## src/rtl/riscv_pkg.sv

```systemverilog
// Shared types for the ID/EX stage: ALU opcodes, result-source and forward-select encodings,
// plus the registered control bundle carried from ID into EX.
package riscv_pkg;

   typedef enum logic [3:0] {
      ALU_ADD  = 4'h0,
      ALU_SUB  = 4'h1,
      ALU_AND  = 4'h2,
      ALU_OR   = 4'h3,
      ALU_XOR  = 4'h4,
      ALU_SLT  = 4'h5,
      ALU_SLTU = 4'h6,
      ALU_SLL  = 4'h7,
      ALU_SRL  = 4'h8,
      ALU_SGE  = 4'h9,
      ALU_SGEU = 4'hA,
      ALU_SRA  = 4'hB
   } alu_op_e;

   typedef enum logic [1:0] {
      RES_ALU  = 2'b00,
      RES_LOAD = 2'b01,
      RES_PC4  = 2'b10
   } result_src_e;

   typedef enum logic [1:0] {
      FWD_REG = 2'b00,
      FWD_MEM = 2'b01,
      FWD_WB  = 2'b10
   } fwd_sel_e;

   typedef struct packed {
      logic        valid;
      logic        reg_write;
      logic        mem_write;
      logic        branch;
      logic        jump;
      logic        alu_src;
      result_src_e result_src;
      alu_op_e     alu_ctrl;
   } ex_ctrl_t;

   localparam ex_ctrl_t CTRL_BUBBLE = '{
      valid:      1'b0,
      reg_write:  1'b0,
      mem_write:  1'b0,
      branch:     1'b0,
      jump:       1'b0,
      alu_src:    1'b0,
      result_src: RES_ALU,
      alu_ctrl:   ALU_ADD
   };

endpackage

```

## src/rtl/id_ex_stage_forward_unit.sv

```systemverilog
// Combinational bypass selector for one EX source operand; MEM beats WB, x0 and
// invalid EX slots never forward.
module forward_unit
   import riscv_pkg::*;
#(
   parameter int REG_AW = 5
) (
   input  logic              valid_i,
   input  logic [REG_AW-1:0] rs_i,
   input  logic              reg_write_m_i,
   input  logic [REG_AW-1:0] rd_m_i,
   input  logic              reg_write_w_i,
   input  logic [REG_AW-1:0] rd_w_i,
   output fwd_sel_e          fwd_o
);

   logic hit_m;
   logic hit_w;

   assign hit_m = reg_write_m_i && (rd_m_i != '0) && (rd_m_i == rs_i);
   assign hit_w = reg_write_w_i && (rd_w_i != '0) && (rd_w_i == rs_i);

   always_comb begin
      fwd_o = FWD_REG;
      if (!valid_i) begin
         fwd_o = FWD_REG;
      end else if (hit_m) begin
         fwd_o = FWD_MEM;
      end else if (hit_w) begin
         fwd_o = FWD_WB;
      end else begin
         fwd_o = FWD_REG;
      end
   end

endmodule

```

## src/rtl/id_ex_stage.sv

```systemverilog
// ID/EX pipeline register with MEM/WB operand bypass and load-use detection.
// Optional EX_BUBBLE_CNT_EN adds a free-running count of bubbles entering EX.
module id_ex_stage
   import riscv_pkg::*;
#(
   parameter int DATA_WIDTH = 32,
   parameter int REG_AW     = 5
) (
   input  logic                  clk,
   input  logic                  rst_n,
   input  logic                  EnE,
   input  logic                  FlushE,
   input  logic                  ValidD,
   input  logic [DATA_WIDTH-1:0] RD1D,
   input  logic [DATA_WIDTH-1:0] RD2D,
   input  logic [DATA_WIDTH-1:0] PCD,
   input  logic [DATA_WIDTH-1:0] PCPlus4D,
   input  logic [DATA_WIDTH-1:0] ImmExtD,
   input  logic [REG_AW-1:0]     Rs1D,
   input  logic [REG_AW-1:0]     Rs2D,
   input  logic [REG_AW-1:0]     RdD,
   input  logic [3:0]            ALUControlD,
   input  logic                  ALUSrcD,
   input  logic                  RegWriteD,
   input  logic                  MemWriteD,
   input  logic                  BranchD,
   input  logic                  JumpD,
   input  logic [1:0]            ResultSrcD,
   input  logic [DATA_WIDTH-1:0] ALUResultM,
   input  logic [REG_AW-1:0]     RdM,
   input  logic                  RegWriteM,
   input  logic [DATA_WIDTH-1:0] ResultW,
   input  logic [REG_AW-1:0]     RdW,
   input  logic                  RegWriteW,
   output logic [DATA_WIDTH-1:0] SrcAE,
   output logic [DATA_WIDTH-1:0] SrcBE,
   output logic [DATA_WIDTH-1:0] WriteDataE,
   output logic [3:0]            ALUControlE,
   output logic [DATA_WIDTH-1:0] PCE,
   output logic [DATA_WIDTH-1:0] PCPlus4E,
   output logic [DATA_WIDTH-1:0] ImmExtE,
   output logic [REG_AW-1:0]     RdE,
   output logic [REG_AW-1:0]     Rs1E,
   output logic [REG_AW-1:0]     Rs2E,
   output logic                  RegWriteE,
   output logic                  MemWriteE,
   output logic                  BranchE,
   output logic                  JumpE,
   output logic [1:0]            ResultSrcE,
   output logic                  ValidE,
   output logic [1:0]            ForwardAE,
   output logic [1:0]            ForwardBE,
   output logic                  LoadUseD
`ifdef EX_BUBBLE_CNT_EN
   ,
   output logic [31:0]           BubbleCntE
`endif
);

   ex_ctrl_t              ctrl_q, ctrl_d;
   logic [DATA_WIDTH-1:0] rd1_q, rd1_d, rd2_q, rd2_d;
   logic [DATA_WIDTH-1:0] pc_q, pc_d, pc4_q, pc4_d, imm_q, imm_d;
   logic [REG_AW-1:0]     rs1_q, rs1_d, rs2_q, rs2_d, rd_q, rd_d;
   logic                  bubble_in;
   fwd_sel_e              fwd_a, fwd_b;
   logic [DATA_WIDTH-1:0] fwd_a_val, fwd_b_val;

   // Flush beats stall; a load with no valid ID instruction also enters EX as a bubble.
   always_comb begin
      ctrl_d    = ctrl_q;
      rd1_d     = rd1_q;
      rd2_d     = rd2_q;
      pc_d      = pc_q;
      pc4_d     = pc4_q;
      imm_d     = imm_q;
      rs1_d     = rs1_q;
      rs2_d     = rs2_q;
      rd_d      = rd_q;
      bubble_in = 1'b0;
      if (FlushE) begin
         ctrl_d    = CTRL_BUBBLE;
         rd1_d     = '0;
         rd2_d     = '0;
         pc_d      = '0;
         pc4_d     = '0;
         imm_d     = '0;
         rs1_d     = '0;
         rs2_d     = '0;
         rd_d      = '0;
         bubble_in = 1'b1;
      end else if (EnE) begin
         ctrl_d.valid      = ValidD;
         ctrl_d.reg_write  = RegWriteD;
         ctrl_d.mem_write  = MemWriteD;
         ctrl_d.branch     = BranchD;
         ctrl_d.jump       = JumpD;
         ctrl_d.alu_src    = ALUSrcD;
         ctrl_d.result_src = result_src_e'(ResultSrcD);
         ctrl_d.alu_ctrl   = alu_op_e'(ALUControlD);
         rd1_d     = RD1D;
         rd2_d     = RD2D;
         pc_d      = PCD;
         pc4_d     = PCPlus4D;
         imm_d     = ImmExtD;
         rs1_d     = Rs1D;
         rs2_d     = Rs2D;
         rd_d      = RdD;
         bubble_in = !ValidD;
      end else begin
         bubble_in = 1'b0;
      end
   end

   // ID/EX register bank.
   always_ff @(posedge clk) begin
      if (!rst_n) begin
         ctrl_q <= CTRL_BUBBLE;
         rd1_q  <= '0;
         rd2_q  <= '0;
         pc_q   <= '0;
         pc4_q  <= '0;
         imm_q  <= '0;
         rs1_q  <= '0;
         rs2_q  <= '0;
         rd_q   <= '0;
      end else begin
         ctrl_q <= ctrl_d;
         rd1_q  <= rd1_d;
         rd2_q  <= rd2_d;
         pc_q   <= pc_d;
         pc4_q  <= pc4_d;
         imm_q  <= imm_d;
         rs1_q  <= rs1_d;
         rs2_q  <= rs2_d;
         rd_q   <= rd_d;
      end
   end

   forward_unit #(.REG_AW(REG_AW)) u_fwd_a (
      .valid_i       (ctrl_q.valid),
      .rs_i          (rs1_q),
      .reg_write_m_i (RegWriteM),
      .rd_m_i        (RdM),
      .reg_write_w_i (RegWriteW),
      .rd_w_i        (RdW),
      .fwd_o         (fwd_a)
   );

   forward_unit #(.REG_AW(REG_AW)) u_fwd_b (
      .valid_i       (ctrl_q.valid),
      .rs_i          (rs2_q),
      .reg_write_m_i (RegWriteM),
      .rd_m_i        (RdM),
      .reg_write_w_i (RegWriteW),
      .rd_w_i        (RdW),
      .fwd_o         (fwd_b)
   );

   // Operand bypass muxes; the unused select code falls back to the register value.
   always_comb begin
      fwd_a_val = rd1_q;
      fwd_b_val = rd2_q;
      case (fwd_a)
         FWD_MEM: fwd_a_val = ALUResultM;
         FWD_WB:  fwd_a_val = ResultW;
         default: fwd_a_val = rd1_q;
      endcase
      case (fwd_b)
         FWD_MEM: fwd_b_val = ALUResultM;
         FWD_WB:  fwd_b_val = ResultW;
         default: fwd_b_val = rd2_q;
      endcase
   end

   assign SrcAE       = fwd_a_val;
   assign SrcBE       = ctrl_q.alu_src ? imm_q : fwd_b_val;
   assign WriteDataE  = fwd_b_val;
   assign ForwardAE   = fwd_a;
   assign ForwardBE   = fwd_b;
   assign ALUControlE = ctrl_q.alu_ctrl;
   assign PCE         = pc_q;
   assign PCPlus4E    = pc4_q;
   assign ImmExtE     = imm_q;
   assign RdE         = rd_q;
   assign Rs1E        = rs1_q;
   assign Rs2E        = rs2_q;
   assign RegWriteE   = ctrl_q.reg_write;
   assign MemWriteE   = ctrl_q.mem_write;
   assign BranchE     = ctrl_q.branch;
   assign JumpE       = ctrl_q.jump;
   assign ResultSrcE  = ctrl_q.result_src;
   assign ValidE      = ctrl_q.valid;

   // Deliberately unqualified by whether ID actually reads rs1/rs2.
   assign LoadUseD = ctrl_q.valid && (ctrl_q.result_src == RES_LOAD) && (rd_q != '0) &&
                     ((rd_q == Rs1D) || (rd_q == Rs2D));

`ifdef EX_BUBBLE_CNT_EN
   logic [31:0] bubble_cnt_q, bubble_cnt_d;

   always_comb begin
      bubble_cnt_d = bubble_cnt_q;
      if (bubble_in) begin
         bubble_cnt_d = bubble_cnt_q + 32'd1;
      end else begin
         bubble_cnt_d = bubble_cnt_q;
      end
   end

   // Bubble counter, cleared only by reset.
   always_ff @(posedge clk) begin
      if (!rst_n) begin
         bubble_cnt_q <= 32'd0;
      end else begin
         bubble_cnt_q <= bubble_cnt_d;
      end
   end

   assign BubbleCntE = bubble_cnt_q;
`endif

endmodule

```

## config.mk

```make
export PLATFORM = sky130hd
export DESIGN_NAME = id_ex_stage
export DESIGN_NICKNAME = d
export VERILOG_FILES = /design/src/rtl/riscv_pkg.sv /design/src/rtl/id_ex_stage_forward_unit.sv /design/src/rtl/id_ex_stage.sv
export SDC_FILE = /design/constraint.sdc
export NUM_CORES = 1
export LEC_CHECK = 0
export BUFFER_PORTS_ARGS = -buffer_cell sky130_fd_sc_hd__buf_2
export CAP_MARGIN = 20
export CORE_AREA = 3 3 189 191
export CTS_CLUSTER_DIAMETER = 120
export DETAILED_ROUTE_END_ITERATION = 10
export DIE_AREA = 0 0 192 194
export PLACE_DENSITY_LB_ADDON = 0.1
export SYNTH_ARGS = -nofsm -noshare
export SYNTH_HDL_FRONTEND = slang
export SYNTH_HIERARCHICAL = 1
export SYNTH_SLANG_ARGS = --single-unit
```

## constraint.sdc

```tcl
create_clock -name clk -period 3 [get_ports clk]
set_input_delay 0.3 -clock clk [delete_from_list [all_inputs] [get_ports clk]]
set_output_delay 0.3 -clock clk [all_outputs]
set_load 0.1 [all_outputs]
```

==> results.py <==
metrics = {
    "power_and_ir_drop": {
        "power_density_mw_per_mm2": 411,
        "comb_power_share_pct": 25.8,
        "intPower_mw": 4.29,
        "seq_power_share_pct": 40.0,
        "power_switching_mw": 2.26,
        "power.share.clock_pct": 34.2,
        "max-vdd-ir-drop_uv": 373,
        "power.leakage_nw": 7.05,
        "switching_share_pct": 34.5,
    },
    "global_route": {
        "grt_pass1_wl_mm": 56.1,
        "antenna_found_initial": 11,
        "track_usage_pct": 20.0,
        "grt_overflow": 0,
        "grt_pass1_vias": 8687,
        "grt_max_degree": 71,
    },
    "floorplan": {
        "initial_utilization_pct": 26.6,
        "boundaryPins": 490,
        "die_area_mm2": 0.0372,
        "core_mm2": 0.0343,
        "die_w_um": 192,
        "die_h_um": 194,
        "rows": 68,
    },
    "critical_path": {
        "r2r-end": "ctrl_q[6]",
        "cp_data_required_time_ns": 2.70,
        "worst-r2r-cell-count": 3,
        "r2r_slack_ns": 1.80,
        "crit_fanout": 7,
        "arrival_ns": 2.82,
        "critPathLaunchType": "register",
        "r2r_start": "ctrl_q[6]",
        "cp-end-kind": "primary output",
        "path_class": "reg -> out",
    },
    "synthesis": {
        "synth_largest_area_cell": "dfxtp_1",
        "netlist.area_leader.share_pct": 41.1,
        "ys_top_cells_by_area": "dfxtp_1 41%, mux2i_1 21%, nor2_1 7.7%, a22oi_2 4.1%, mux2_2 4.0%",
        "netlist_area_mm2": 0.00911,
        "synth_seq_area_share_pct": 41.1,
        "async_reset_ff_share_pct": 0,
        "synth_cell_type_count": 32,
        "synthCells": 933,
        "syn_nets": 1204,
        "synth_most_common_cell": "nor2_1",
        "synth_common_cells": "188 x nor2_1, 187 x dfxtp_1, 187 x mux2i_1",
        "avgSynthCellArea_um2": 9.76,
        "synth_edf_count": 0,
        "ys_warn_count": 6,
        "synth-main-ff-cell": "dfxtp_1",
        "synth-seq-cells": 187,
    },
    "sta": {
        "setup_slack_ns": -0.124,
        "hold_viol_final": 0,
        "worst_pin_slew_ns": 0.567,
        "slew_headroom_pct": 62.2,
        "timing.final.crit_share_pct": 104,
        "whs_ns": 0.0905,
        "fin_crit_ns": 3.12,
        "setup_viol": 32,
        "maxSlewViolCount": 0,
        "max_freq_mhz": 320,
        "clock_skew_ns": 0,
        "rsz0062_at_grt": "yes",
    },
    "place": {
        "place_inst": 1818,
        "dpl_worst_slack_ns": -0.0290,
        "globalplace.congestion": 0.798,
        "port_buffers": 489,
        "dpl.hpwl_mm": 28.3,
    },
    "clock_tree": {
        "cts-root-buf": "clkbuf_16",
        "cts_buffer_depth": 2,
        "numCtsBuffers": 17,
        "clock-sinks": 187,
        "clock_latency_ns": 0.44,
        "hold_buffers": 0,
        "htree_levels": 4,
        "clk_pin_slew_ns": 0.08,
        "cts_tree": "done",
    },
    "layout": {
        "final_layout_size_suffix_gt1_share_pct": 56.6,
        "syn2layout_area_growth_pct": 74.9,
        "regArea_mm2": 0.00379,
        "instances_no_fill": 1910,
        "multi_input_area_mm2": 0.00592,
        "utilization_pct": 46.5,
        "nFillCells": 3360,
        "fin_nets": 1710,
    },
    "routing": {
        "dr.pass1.iters": 4,
        "routedWlPerCell_um": 20.8,
        "drc": 0,
        "wl_mm": 39.7,
        "drt-initial-drc-count": 286,
        "vias": 8795,
        "routed_via_density": 4.60,
        "postRouteAntennaNets": 0,
    },
    "min_path": {
        "hold_class": "in -> reg",
        "min_from": "ALUControlD[1]",
        "holdPathStages": 3,
        "hold_end": "ALUControlE[1]",
    },
    "status": {
        "violations": "negative setup slack",
        "status": "finished with violations",
    },
    "job": {
        "maxCapViolCount": 0,
    },
}
area by class of cell:
type | instances | area share [%]
multi-input combinational | 662 | 37.2
timing repair buffer | 565 | 31.7
sequential | 187 | 23.8
clock buffer | 21 | 3.02
tap | 455 | 3.57
clock inverter | 11 | 0.518
inverter | 6 | 0.157
antenna | 3 | 0.0471
metal layers:
| metal | track usage (%) | vias to the layer above | wire length [µm] |
|---|---|---|---|
| met5 | 0 | - | 109 |
| met3 | 6.22 | 37 | 3090 |
| met1 | 23.5 | 4202 | 16100 |
| met2 | 35.3 | 305 | 19900 |
| li1 | - | 4235 | - |
| met4 | 4.91 | 16 | 453 |
worst max-delay path by stage:
stage / from / endpoint / slack, ns / cells after the start
3_3_place_gp: RdM[0] / SrcBE[31] / -0.01 / 11
3_5_place_dp: RdM[0] / SrcBE[31] / -0.03 / 11
2_1_floorplan: Rs2E[2] / SrcBE[10] / -0.79 / 9
5_1_grt: Rs2E[3] / SrcBE[26] / -0.24 / 12
6_report: Rs2E[3] / SrcBE[26] / -0.12 / 12
4_1_cts: Rs2E[0] / SrcBE[15] / -0.17 / 11
repair_timing:
| action | in CTS | in global routing |
|---|---|---|
| pin swaps | 53 | 62 |
| gates resized for setup | 63 | 79 |
| endpoints found under the setup margin | 96 | 93 |
| gates cloned | 10 | 5 |
| setup buffers | 37 | 11 |
worst max-delay path, stage by stage, from the launching register on:
cell	delay (ns)
dfxtp_4	0.39
xor2_2	0.18
nor3_2	0.07
and4_4	0.15
buf_6	0.11
nor3_4	0.22
inv_2	0.07
ha_4	0.24
clkbuf_16	0.20
a22oi_2	0.20
o21ai_4	0.09
mux2_4	0.28
buf_12	0.17
stage by stage:
step | power, mW | setup TNS [ns] | instance area [µm²]
after global placement | 4.32 | -0.0135 | 14100
after detailed placement | 4.33 | -0.0529 | 14100
after CTS | 6.62 | -4.96 | 15500
after floorplan | 3.80 | -43.95 | 10100
after global routing | 6.81 | -8.21 | 15900
final | 6.55 | -3.25 | 15900
flip-flops by register name, summed over array words and instances, names as in the netlist:
signal       cells
PCE             32
ctrl_q           1
RdE              5
rd1_q           32
ResultSrcE       2
MemWriteE        1
JumpE            1
BranchE          1
PCPlus4E        32
ImmExtE         32
ALUControlE      4
Rs1E             5
rd2_q           32
Rs2E             5
RegWriteE        1
ValidE           1
cells by family after synthesis:
kind of cell	synth area share (%)
compound gates	12.2
xor+xnor	2.50
fa+ha+maj	0.549
buf+inv	6.77
flops	41.1
mux	24.5
simple gates	12.4
power by group through the flow:
stage	clock (mW)	combinational [mW]	sequential, mW
floorplan	0	0.772	3.02
global placement	0	1.65	2.67
detailed placement	0	1.66	2.67
CTS	2.32	1.68	2.61
global route	2.41	1.76	2.63
finish	2.24	1.69	2.62
cells in the final DEF, fill, tap and decap left out, types with 17 or more instances in the layout:
master / synthesis / layout
dfxtp_1: 187 / 175
clkbuf_16: 0 / 23
buf_2: 25 / 392
o21ai_4: 0 / 64
nand2_1: 67 / 35
buf_4: 13 / 19
buf_12: 0 / 113
mux2i_1: 187 / 187
a22oi_2: 30 / 63
buf_6: 13 / 24
nor2_1: 188 / 188
nand2_4: 0 / 17
mux2_4: 0 / 32
Note: power is estimated with default switching activity, not from simulation.
